File: config.mk
export PLATFORM = sky130hd
export DESIGN_NAME = shift_add_mult_ctrl
export DESIGN_NICKNAME = d
export VERILOG_FILES = /design/src/rtl/mult_pkg.sv /design/src/rtl/_32bit_adder.sv /design/src/rtl/shift_add_mult_ctrl.sv
export SDC_FILE = /design/constraint.sdc
export NUM_CORES = 1
export LEC_CHECK = 0
export BUFFER_PORTS_ARGS = -buffer_cell sky130_fd_sc_hd__buf_4
export CAP_MARGIN = 25
export CORE_ASPECT_RATIO = 1.1
export CORE_MARGIN = 4
export CORE_UTILIZATION = 54
export DETAILED_ROUTE_END_ITERATION = 7
export GPL_TIMING_DRIVEN = 1
export HOLD_SLACK_MARGIN = 0.05
export PLACE_DENSITY_LB_ADDON = 0.15
export SLEW_MARGIN = 20
export SYNTH_ARGS = -nofsm -noshare
export SYNTH_HDL_FRONTEND = slang
export SYNTH_SLANG_ARGS = --single-unit
File: constraint.sdc
create_clock -name clk -period 4.1 [get_ports clk]
set_input_delay 0.82 -clock clk [delete_from_list [all_inputs] [get_ports clk]]
set_output_delay 0.82 -clock clk [all_outputs]
set_load 0.05 [all_outputs]
File: src/rtl/mult_pkg.sv
// rtl/mult_pkg.sv - shared state encodings and sizes for the shift-add multiplier
package mult_pkg;

    localparam int DATA_W     = 32;
    localparam int ITER_COUNT = 32;

    typedef enum logic [2:0] {
        IDLE   = 3'd0,
        CALC   = 3'd1,
        NEG_LO = 3'd2,
        NEG_HI = 3'd3,
        DONE   = 3'd4
    } mult_state_t;

endpackage

File: src/rtl/_32bit_adder.sv
// rtl/_32bit_adder.sv - 32-bit ripple adder with carry in/out
module _32bit_adder (
    output logic [31:0] sum,
    output logic        cout,
    input  logic [31:0] a,
    input  logic [31:0] b,
    input  logic        cin
);

    assign {cout, sum} = {1'b0, a} + {1'b0, b} + {32'b0, cin};

endmodule

File: src/rtl/shift_add_mult_ctrl.sv
// rtl/shift_add_mult_ctrl.sv - sequential 32x32 shift-add multiplier; SIGNED_MULT_EN enables MULT
module shift_add_mult_ctrl
    import mult_pkg::*;
(
    input  logic              clk,
    input  logic              rst_n,
    input  logic              start,
    input  logic [DATA_W-1:0] multiplicand,
    input  logic [DATA_W-1:0] multiplier,
    input  logic              is_signed,
    output logic              busy,
    output logic              done,
    output logic [DATA_W-1:0] hi,
    output logic [DATA_W-1:0] lo
);

    localparam logic [4:0] LAST_ITER = 5'(ITER_COUNT - 1);

    mult_state_t       state, state_next;
    logic [DATA_W-1:0] mcand;
    logic [4:0]        count;
    logic [DATA_W-1:0] add_a, add_b, add_sum;
    logic              add_cin, add_cout;
    logic [DATA_W-1:0] cap_a, cap_b;

`ifdef SIGNED_MULT_EN
    logic sign, mode_signed, carry_q;

    // magnitudes are formed at capture so CALC is always an unsigned loop
    assign cap_a = (is_signed && multiplicand[31]) ? -multiplicand : multiplicand;
    assign cap_b = (is_signed && multiplier[31])   ? -multiplier   : multiplier;
`else
    logic unused_is_signed;
    assign unused_is_signed = is_signed;
    assign cap_a = multiplicand;
    assign cap_b = multiplier;
`endif

    _32bit_adder u_adder (
        .sum  (add_sum),
        .cout (add_cout),
        .a    (add_a),
        .b    (add_b),
        .cin  (add_cin)
    );

    always_comb begin
        state_next = state;
        add_a      = hi;
        add_b      = '0;
        add_cin    = 1'b0;
        case (state)
            IDLE: if (start) state_next = CALC;
            CALC: begin
                add_b = lo[0] ? mcand : '0;
                if (count == LAST_ITER) begin
`ifdef SIGNED_MULT_EN
                    state_next = mode_signed ? NEG_LO : DONE;
`else
                    state_next = DONE;
`endif
                end
            end
`ifdef SIGNED_MULT_EN
            NEG_LO: begin
                add_a      = ~lo;
                add_cin    = sign;
                state_next = NEG_HI;
            end
            NEG_HI: begin
                add_a      = ~hi;
                add_cin    = carry_q;
                state_next = DONE;
            end
`endif
            DONE:    state_next = IDLE;
            default: state_next = IDLE;
        endcase
    end

    always_ff @(posedge clk or negedge rst_n) begin
        if (!rst_n) begin
            state <= IDLE;
            hi    <= '0;
            lo    <= '0;
            mcand <= '0;
            count <= '0;
            busy  <= 1'b0;
            done  <= 1'b0;
`ifdef SIGNED_MULT_EN
            sign        <= 1'b0;
            mode_signed <= 1'b0;
            carry_q     <= 1'b0;
`endif
        end else begin
            state <= state_next;
            busy  <= (state_next == CALC) || (state_next == NEG_LO) || (state_next == NEG_HI);
            done  <= (state_next == DONE);
            case (state)
                IDLE: if (start) begin
                    hi    <= '0;
                    lo    <= cap_b;
                    mcand <= cap_a;
                    count <= '0;
`ifdef SIGNED_MULT_EN
                    sign        <= is_signed & (multiplicand[31] ^ multiplier[31]);
                    mode_signed <= is_signed;
`endif
                end
                CALC: begin
                    {hi, lo} <= {add_cout, add_sum, lo[DATA_W-1:1]};
                    count    <= count + 5'd1;
                end
`ifdef SIGNED_MULT_EN
                NEG_LO: begin
                    if (sign) lo <= add_sum;
                    carry_q <= add_cout;
                end
                NEG_HI: if (sign) hi <= add_sum;
`endif
                default: ;
            endcase
        end
    end

endmodule

Word-level counts from Yosys, hierarchy flattened
Index checks and enable logic that the tools add are counted.

storage, ports and cells
  bits in registers = 106
  bits of input ports = 68
  output and inout bits = 66

operators by class
  $add $sub $neg = 2
  equality and inequality tests = 7
  muxes and demuxes = 11
  reductions and logical operators = 6

operators with widths
  kind                                            count
  two-way mux 32 bit                              4
  one-hot mux 32 bit (2 select lines)             2
  adder 32 x 32 -> 33 bit                         1
  one-hot mux 5 bit (2 select lines)              1
  == test 3 x 1 -> 1 bit (second input constant)  2
  == test 3 x 2 -> 1 bit (second input constant)  2
  two-way mux 3 bit                               2
  one-hot mux 3 bit (2 select lines)              1
  adder 5 x 1 -> 5 bit (second input constant)    1
  == test 5 bit (second input constant)           1
  two-way mux 5 bit                               1
  AND reduction 2 bit                             2
  == test 3 bit (second input constant)           1
  logical NOT 3 bit                               1
  logical OR 1 bit                                2
  != test 2 bit (second input constant)           1
  nonzero test 2 bit                              1

Depth between registers and ports, before layout
Gate-level depths: netlist of the first run.

  depth after elaboration = 6
  depth in mapped cells = 16
  depth with buffers taken out = 14

Cells and area by module
A second synthesis of the first run with hierarchy kept.

second synthesis, totals
  cells, all modules = 577
  area, all modules = 6212.2 µm²

by module, submodules not included
  module               instances  cells each  area each (µm²)
  shift_add_mult_ctrl  1          318         4357.9
  _32bit_adder         1          259         1854.3

Worst setup path before layout of the first run
No wires, ideal clock.

  path kind = reg-to-reg
  start = register state[1]
  end = register hi[29]
  arrival time = 3.287 ns
  data required time = 3.970 ns
  slack = 0.684 ns
  stages on the path, launching flop included = 17
  cells stage by stage = dfrtp_1 nor2_1 and2_1 clkbuf_1 clkbuf_1 and3_1 ha_1 inv_1 fa_1 nand2b_1 a21oi_1 o21ai_1 a211oi_2 o31ai_2 o31ai_1 xnor2_1 o21ai_1

on the way
  word-level cells in the longest chain between the ends = 4

ends and longest elaborated chain
  item                                 RTL line                                              source
  start, declared                      shift_add_mult_ctrl.sv:19                             mult_state_t state, state_next;
  start signal, assigned               shift_add_mult_ctrl.sv:96                             state <= state_next;
  == test 3 x 1 -> 1 bit               shift_add_mult_ctrl.sv:52, shift_add_mult_ctrl.sv:99
  two-way mux 32 bit                   shift_add_mult_ctrl.sv:52                             case (state)
  adder 32 x 32 -> 33 bit              _32bit_adder.sv:10                                    assign {cout, sum} = {1'b0, a} + {1'b0, b} + {32'b0, cin};
  one-hot mux 32 bit (2 select lines)  shift_add_mult_ctrl.sv:99                             case (state)
  end signal, assigned                 shift_add_mult_ctrl.sv:111                            {hi, lo} <= {add_cout, add_sum, lo[DATA_W-1:1]};
  end, declared                        shift_add_mult_ctrl.sv:13                             output logic [DATA_W-1:0] hi,

Parallel ways exist; a longest one is shown, timed or not.
A chain may end at the register's enable or synchronous reset.

Worst setup path in the final report of the first run
Ends and elaborated chain as after synthesis.

==> results of run 1 <==
-- synthesized netlist by cell type (2+ instances only) --
cell,number,area [um^2]
o31ai_2,2,25.0
nand3_1,11,55.1
inv_1,12,45.0
o21a_1,3,22.5
o21ai_0,65,325
nor2b_1,4,25.0
mux2i_1,34,340
a32oi_1,2,17.5
clkbuf_1,24,90.1
o41ai_2,2,32.5
buf_1,2,7.51
o31ai_1,5,37.5
and2_1,2,12.5
mux2_2,32,360
a31oi_1,6,37.5
nand2_1,78,293
nand2b_1,4,25.0
nand4_1,6,37.5
and3_1,37,231
a21oi_1,34,170
xor2_1,16,140
nor3_1,7,35.0
nor2_1,17,63.8
o21ai_1,6,30.0
a211oi_1,2,15.0
o21bai_1,7,52.6
a22o_1,6,52.6
buf_2,12,60.1
nor3b_1,2,15.0
a21o_1,16,120
xnor2_1,11,96.3
dfrtp_1,106,2650
ha_1,34,425
-- power breakdown --
group,total (mW),internal (mW),switching [mW],leakage (nW)
combinational,1.42,0.496,0.924,2.27
clock,0.928,0.550,0.378,0.156
sequential,1.45,1.27,0.176,1.34
-- state kept, by name (all words and copies together) (netlist names) --
| signal | count |
|---|---|
| mcand | 32 |
| hi | 32 |
| done | 1 |
| state | 3 |
| count | 5 |
| lo | 32 |
| busy | 1 |
-- routing by layer --
| metal | part of all wire (%) | vias up |
|---|---|---|
| li1 | - | 2467 |
| met1 | 43 | 2407 |
| met2 | 49 | 162 |
| met3 | 5.4 | 27 |
| met4 | 2.3 | 0 |
| met5 | 0 | - |
-- kinds of logic (layout without fill, tap and decap cells) --
group,after synthesis,after routing,share of synthesized area (%)
buffers and inverters,51,170,3.42
muxes,66,66,11.4
and+or+nand+nor,174,174,13.7
AOI/OAI and AO/OA,166,166,17.2
xor gates and xnor gates,27,27,3.85
other,1,1,0.0610
DFF,106,106,43.1
adders and majority gates,35,35,7.24
-- final timing paths --
path	endpoint	cells past startpoint
worst max-delay path	hi[29]	14
worst min-delay path	mcand[24]	1
worst max register to register	hi[29]	14
worst min register to register	mcand[24]	1
max in group asynchronous	hi[24]	2
min in group asynchronous	lo[13]	1
-- final cells by class --
cell class / count / area share (%)
multi-input combinational: 469 / 43.5
sequential: 106 / 35.0
timing repair buffer: 142 / 14.2
clock buffer: 11 / 3.21
tap: 147 / 2.43
clock inverter: 5 / 1.02
inverter: 12 / 0.595
-- through the flow --
step	area, um^2	instances	power [mW]	hold WS, ps	setup WS (ps)
2_1_floorplan	6150	626	2.42	465	684
3_3_place_gp	7250	876	2.85	485	765
3_5_place_dp	7250	876	2.89	489	700
4_1_cts	7570	892	3.82	505	671
5_1_grt	7570	892	4.00	521	340
6_report	7570	892	3.79	500	613
==> flow_summary.yaml, run 1 <==
floorplan:
  die_h_um: 120
  start_util_pct: 55.8
  rows: 40
  fp.dieW_um: 110
  pin_count: 134
  core_um2: 11000
  die_area_um2: 13200
sta:
  rsz0062_at_grt: "false"
  hold_viol: 0
  clock_skew_ps: 8.39
  slew_violations: 0
  fin_crit_ps: 3490
  period_share_pct: 85.0
  fmax_mhz: 287
  relSlewSlack_pct: 49.6
  finalSetupViolations: 0
  worst_pin_slew_ps: 756
  fin_setup_tns_ps: 0
synthesis:
  syn_nets: 729
  syn_inst: 626
  syn_area_per_cell_um2: 9.82
  synth_ff_type: "dfrtp_1"
  synth_seq_cells: 106
  synth.cell_area_um2: 6150
  synthArstFlopShare_pct: 100
  yosysWarnings: 0
  ys_types: 52
  synth_enable_flop_cells: 0
  yosysSeqAreaShare_pct: 43.1
worst_setup_path:
  start_kind: "flop"
  cp.arrival_ps: 3700
  critPathBufInv: 1
  crit_family: "compound AO/OA/AOI/OAI gates"
  cp_slowest_cell: "fa_1"
  crit_path_start: "state[1]"
  rrSetupSlack_ps: 610
  cpPeakStageDelay_ps: 380
  r2r-start: "state[1]"
  cp.required_ps: 4310
  cp_common_cell: "o21ai_1"
  path_class: "flop to flop"
  end_kind: "flop"
  path_cells: "nor2_1 -> and2_2 -> and3_1 -> ha_1 -> inv_1 -> fa_1 -> nand2b_1 -> a21oi_1 -> o21ai_1 -> a211oi_2 -> o31ai_2 -> o31ai_1 -> xnor2_1 -> o21ai_1"
  crit_fanout: 5
cells_and_area:
  drive_gt1_share_pct: 27.2
  final_common_cell: "buf_4"
  n_fill_cell: 914
  diodes: 0
  most-common-layout-cells: "buf_4 (141), dfrtp_1 (106), nand2_1 (78)"
  multi_input_area_um2: 3290
  final_nets: 843
  seqCellArea_um2: 2650
  area_growth_pct: 23.2
  final_core_util_pct: 68.8
clock_network:
  post-cts-setup-buffers: 0
  clockBufferDepth: 2
  hold_buffers: 0
  path_clk_slew_ps: 70
  root_buffer: "clkbuf_16"
  cts_sinks: 106
  cts_tree: "done"
  clock_latency_ps: 350
  post_cts_resized: 0
  h-tree-depth: 3
  cts_made_buffers: 9
power_and_ir_drop:
  peakVddDrop_mv: 0.275
  p_leak_nw: 3.77
  power.density_nw_per_um2: 501
min_path:
  hp-class: "flop to flop"
  min_from: "mcand[24]"
drt:
  num_vias: 5063
  drc: 0
  via_per_inst: 5.68
  ant_nets: 0
  routed_wl_um: 14600
  drtIter0Drc: 280
  drtPass1Iterations: 5
  wl_per_cell_um: 16.4
job:
  maxCapViolations: 0
global_routing:
  grt_usage_pct: 23.1
  grt_busiest_layer: "met2"
  grtUsageMet3_pct: 3.34
  grt_pass1_vias: 5021
  grt_overflow: 0
  grt_max_degree: 94
  met1_usage_pct: 30.2
  use_met2_pct: 38.6
  antenna_found_initial: 0
  grt_pass1_wl_um: 24200
placement:
  numPortBuffers: 132
  place.gp.congestion: 0.932
  hpwl_um: 10500
run_status:
  outcome: "finished, final reports clean"
(Power assumes the default switching activity.)
==> inputs of run 2 (changes only) <==
==> constraint.sdc (replaced) <==
create_clock -name clk -period 4.1 [get_ports clk]
set_input_delay 1.23 -clock clk [delete_from_list [all_inputs] [get_ports clk]]
set_output_delay 1.23 -clock clk [all_outputs]
set_load 0.05 [all_outputs]
==> run 2 against run 1 <==
Net effect: combinational power barely moved; largest cell class unchanged; clock skew fell by 1.8 ps; non-clock buffer count did not move; count of clock-buffer cells in the layout rose by 2; critical endpoint unchanged; largest power group unchanged.
==> flow_summary.yaml, run 2 (synthesized netlist as in run 1, its figures left out) <==
run_status:
  outcome: "finished, final reports clean"
worst_setup_path:
  cp_common_cell: "o21ai_1"
  crit_fanout: 18
  cp_slowest_cell: "fa_1"
  path_cells: "nor2_1 -> and2_2 -> buf_4 -> nand3_1 -> fa_1 -> nand2b_1 -> a21oi_1 -> o21ai_1 -> a211oi_2 -> o31ai_2 -> o31ai_1 -> xnor2_1 -> o21ai_1"
  cp.arrival_ps: 3690
  path_class: "flop to flop"
  start_kind: "flop"
  cpPeakStageDelay_ps: 460
  cp.required_ps: 4320
  end_kind: "flop"
sta:
  fmax_mhz: 289
  holdWs_ps: 499
  worst_pin_slew_ps: 707
  clock_skew_ps: 6.62
  relSlewSlack_pct: 52.9
  finalSetupViolations: 0
  hold_viol: 0
  slew_violations: 0
  fin_setup_tns_ps: 0
  period_share_pct: 84.5
  fin_crit_ps: 3460
  rsz0062_at_grt: "false"
cells_and_area:
  most-common-layout-cells: "buf_4 (141), dfrtp_1 (106), nand2_1 (78)"
  area_growth_pct: 23.2
  drive_gt1_share_pct: 27.0
  final_core_util_pct: 68.8
  final_cell_count_no_fill: 891
  diodes: 0
  n_fill_cell: 888
  final_common_cell: "buf_4"
  reg_top3: "hi: 32 flops, lo: 32 flops, mcand: 32 flops"
  final_nets: 843
floorplan:
  rows: 40
  pin_count: 134
  core_um2: 11000
  die_h_um: 120
  start_util_pct: 55.8
  fp.dieW_um: 110
  die_area_um2: 13200
placement:
  numPortBuffers: 132
  hpwl_um: 10400
  place.gp.congestion: 0.945
  dp_cells: 876
global_routing:
  grt_max_degree: 72
  grt_overflow: 0
  grt_usage_pct: 22.9
  grt_pass1_vias: 5132
  antenna_found_initial: 0
  grt_pass1_wl_um: 24200
clock_network:
  cts_tree: "done"
  path_clk_slew_ps: 70
  clockBufferDepth: 2
  cts_sinks: 106
  cts_made_buffers: 9
  post_cts_resized: 0
  root_buffer: "clkbuf_16"
  h-tree-depth: 3
  post-cts-setup-buffers: 0
  clock_latency_ps: 350
  hold_buffers: 0
drt:
  routed_wl_um: 14400
  via_per_inst: 5.68
  drtIter0Drc: 223
  num_vias: 5060
  wl_met3_um: 828
  drc: 0
  topRoutingLayerUsed: "met4"
  wl_met1_um: 6270
  drtPass1Iterations: 4
  wl_met2_um: 6930
  wl_per_cell_um: 16.2
  ant_nets: 0
power_and_ir_drop:
  power_switching_mw: 1.46
  pwr-share-clk_pct: 24.7
  switching_share_pct: 38.5
  totalPowerFinal_mw: 3.79
  internal_power_mw: 2.33
  power.density_nw_per_um2: 501
  pwr-share-comb_pct: 37.3
  p_leak_nw: 3.77
  peakVddDrop_mv: 0.281
  seq_power_share_pct: 38.0
job:
  maxCapViolations: 0
min_path:
  hp-class: "flop to flop"
==> run 2: changes by cell type in the layout (fill, tap and decap cells not counted) <==
| cell | previous run | this run |
|---|---|---|
| clkbuf_1 | 1 | 2 |
| clkbuf_8 | 1 | 2 |
| clkinv_2 | 2 | 0 |
| clkinvlp_4 | 1 | 0 |
==> run 2: metrics by stage <==
stage	cell area (um^2)	setup WS (ps)
after floorplan	6150	684
after global placement	7250	769
after detailed placement	7250	680
after CTS	7570	635
after global routing	7570	345
final	7570	635
==> run 2: layout make-up <==
type | instances | area [um^2] | area share, %
clock inverters | 2 | 60.1 | 0.793
repair buffers | 142 | 1080 | 14.2
clock buffers | 13 | 260 | 3.44
well taps | 147 | 184 | 2.43
flip-flops and latches | 106 | 2650 | 35.0
inverters | 12 | 45.0 | 0.595
multi-input cells | 469 | 3290 | 43.5
==> run 2: worst paths after layout <==
check,startpoint,to,slack (ps),cells after the start
min in group asynchronous,rst_n,lo[11],920,1
worst max-delay path,state[1],hi[29],640,13
worst min register to register,mcand[24],mcand[24],500,1
worst max register to register,state[1],hi[29],640,13
max in group asynchronous,rst_n,hi[25],2450,2
worst min-delay path,mcand[24],mcand[24],500,1
==> run 2: power by group through the flow <==
stage / registers (mW) / clock network, mW / logic, mW
after floorplan: 1.89 / 0 / 0.525
final: 1.44 / 0.936 / 1.41
after detailed placement: 1.46 / 0 / 1.42
after global placement: 1.45 / 0 / 1.40
after CTS: 1.44 / 0.962 / 1.42
after global routing: 1.48 / 1.00 / 1.52
==> run 2: critical path: cells and delay by family, from the launching register on <==
family / cells / cell delay, ps
and+or+nand+nor: 4 / 790
xor gates and xnor gates: 1 / 170
adders and majority gates: 1 / 460
AOI/OAI and AO/OA: 6 / 1330
DFF: 1 / 370
buffers and inverters: 1 / 220
==> run 2: layer usage <==
layer	vias up	global-route usage, %
met5	-	0
met4	0	10.1
met3	25	3.55
met2	150	37.7
met1	2408	29.7
li1	2477	-
==> inputs of run 3 (changes only) <==
clock period = 3.35 ns   (was 4.1 ns; I/O delays follow)
==> run 3 against run 2 <==
Net effect: clock skew about the same; clock power up 27%; hold slack better by 3.9 ps; power up 25%; global-route usage up 0.69 points; utilization up 1.1 points; first-iteration DRC count down 6.7%; maximum frequency up 8.8%; die area unchanged; worst setup slack worse by 470 ps; combinational power up 27%; final area up 1.7%; largest cell class unchanged.
==> flow_summary.yaml, run 3 (synthesized netlist as in run 1, its figures left out) <==
clock_network:
  root_buffer: "clkbuf_16"
  cts_tree: "done"
  cts_sinks: 106
  cts_made_buffers: 9
  path_clk_slew_ps: 70
  clock_latency_ps: 340
  clockBufferDepth: 2
  hold_buffers: 0
  h-tree-depth: 3
power_and_ir_drop:
  peakVddDrop_mv: 0.468
  pwr-share-clk_pct: 25.1
  p_leak_nw: 3.83
  pwr-share-comb_pct: 37.8
  power.density_nw_per_um2: 615
  internal_power_mw: 2.91
  seq_power_share_pct: 37.1
  power_switching_mw: 1.82
  switching_share_pct: 38.5
sta:
  hold_viol: 0
  relSlewSlack_pct: 64.3
  worst_pin_slew_ps: 536
  clock_skew_ps: 7.12
  finalSetupViolations: 0
  fmax_mhz: 314
  period_share_pct: 95.1
  setup_ws_ps: 165
  slew_violations: 0
  fin_crit_ps: 3180
  fin_setup_tns_ps: 0
min_path:
  min_from: "lo[21]"
  hp-class: "flop to flop"
  whs_endpoint: "lo[20]"
  hold_depth: 2
drt:
  drc: 0
  num_vias: 5108
  ant_nets: 0
  via_per_inst: 5.67
  wl_per_cell_um: 16.9
  routed_wl_um: 15300
  drtIter0Drc: 208
  drtPass1Iterations: 4
worst_setup_path:
  reg2reg_to: "hi[31]"
  cp_slowest_cell: "dfrtp_1"
  path_class: "flop to flop"
  end_kind: "flop"
  start_kind: "flop"
  cp.arrival_ps: 3400
  r2r-start: "state[1]"
  crit_fanout: 27
  cp.required_ps: 3570
  crit_family: "compound AO/OA/AOI/OAI gates"
  cpPeakStageDelay_ps: 360
  rrSetupSlack_ps: 170
  path_cells: "nor2_1 -> and2_2 -> buf_4 -> and3_1 -> ha_1 -> a21o_1 -> a21o_1 -> a21oi_1 -> o21ai_0 -> a21oi_1 -> o21ai_1 -> a31oi_1 -> o21ai_0"
  critPathBufInv: 1
  worstRegToRegCells: 13
floorplan:
  die_area_um2: 13200
  rows: 40
  die_h_um: 120
  start_util_pct: 55.8
  fp.dieW_um: 110
  core_um2: 11000
  pin_count: 134
global_routing:
  grt_overflow: 0
  antenna_found_initial: 0
  grt_max_degree: 64
  grt_pass1_vias: 5219
  grt_pass1_wl_um: 24900
  grt_usage_pct: 23.6
placement:
  place_area_um2: 7340
  numPortBuffers: 132
  hpwl_um: 11100
  place.gp.congestion: 0.922
  dp_slack_ps: 170
job:
  maxCapViolations: 0
run_status:
  outcome: "finished, final reports clean"
cells_and_area:
  final_nets: 852
  drive_gt1_share_pct: 28.2
  reg_top3: "hi: 32 flops, lo: 32 flops, mcand: 32 flops"
  most-common-layout-cells: "buf_4 (148), dfrtp_1 (106), nand2_1 (78)"
  n_fill_cell: 888
  design_area_um2: 7700
  area_growth_pct: 25.2
  diodes: 0
  final_common_cell: "buf_4"
-- run 3: tightest hold or removal path, stage by stage (launching register included) --
cell     delay, ps
dfrtp_1        360
nand2_1         50
o21ai_0         60
-- run 3: stage by stage --
stage | instances | hold WS [ps] | utilization (%) | power (mW)
final | 901 | 503 | 69.9 | 4.74
after global routing | 901 | 512 | 69.9 | 4.99
after CTS | 900 | 505 | 69.7 | 4.77
after detailed placement | 884 | 490 | 66.6 | 3.57
after global placement | 884 | 483 | 66.6 | 3.52
after floorplan | 626 | 465 | - | 2.96
-- run 3: power by group through the flow --
stage / sequential, mW / clock [mW] / combinational [mW]
after floorplan: 2.31 / 0 / 0.642
after global placement: 1.76 / 0 / 1.75
after detailed placement: 1.78 / 0 / 1.79
after CTS: 1.76 / 1.22 / 1.80
after global routing: 1.79 / 1.27 / 1.92
final: 1.76 / 1.19 / 1.79
-- run 3: repair_timing --
item                                    CTS  global route
endpoints found under the setup margin    0             2
setup buffers                             0             1
resized for setup                         0             3
-- run 3: worst max path at each step --
stage,from,end,depth (start not counted)
after detailed placement,state[1],hi[29],14
after floorplan,state[1],hi[29],16
final,state[1],hi[31],13
after global routing,state[1],hi[31],13
after global placement,state[1],hi[29],14
after CTS,state[1],hi[29],14
-- run 3: final cells by class --
type	count	area, um^2	area share, %
tap	147	184	2.39
timing repair buffer	151	1170	15.2
sequential	106	2650	34.5
clock inverter	5	103	1.33
inverter	12	45.0	0.585
multi-input combinational	469	3310	43.0
clock buffer	11	233	3.02
-- run 3: layer usage --
metal  GRT usage (%)  vias up  share of wire (%)
met5               0        -                  0
met4            7.87        0                1.4
met3            3.01       18                5.0
met2            42.1      126                 52
met1            29.2     2478                 42
li1                -     2486                  -
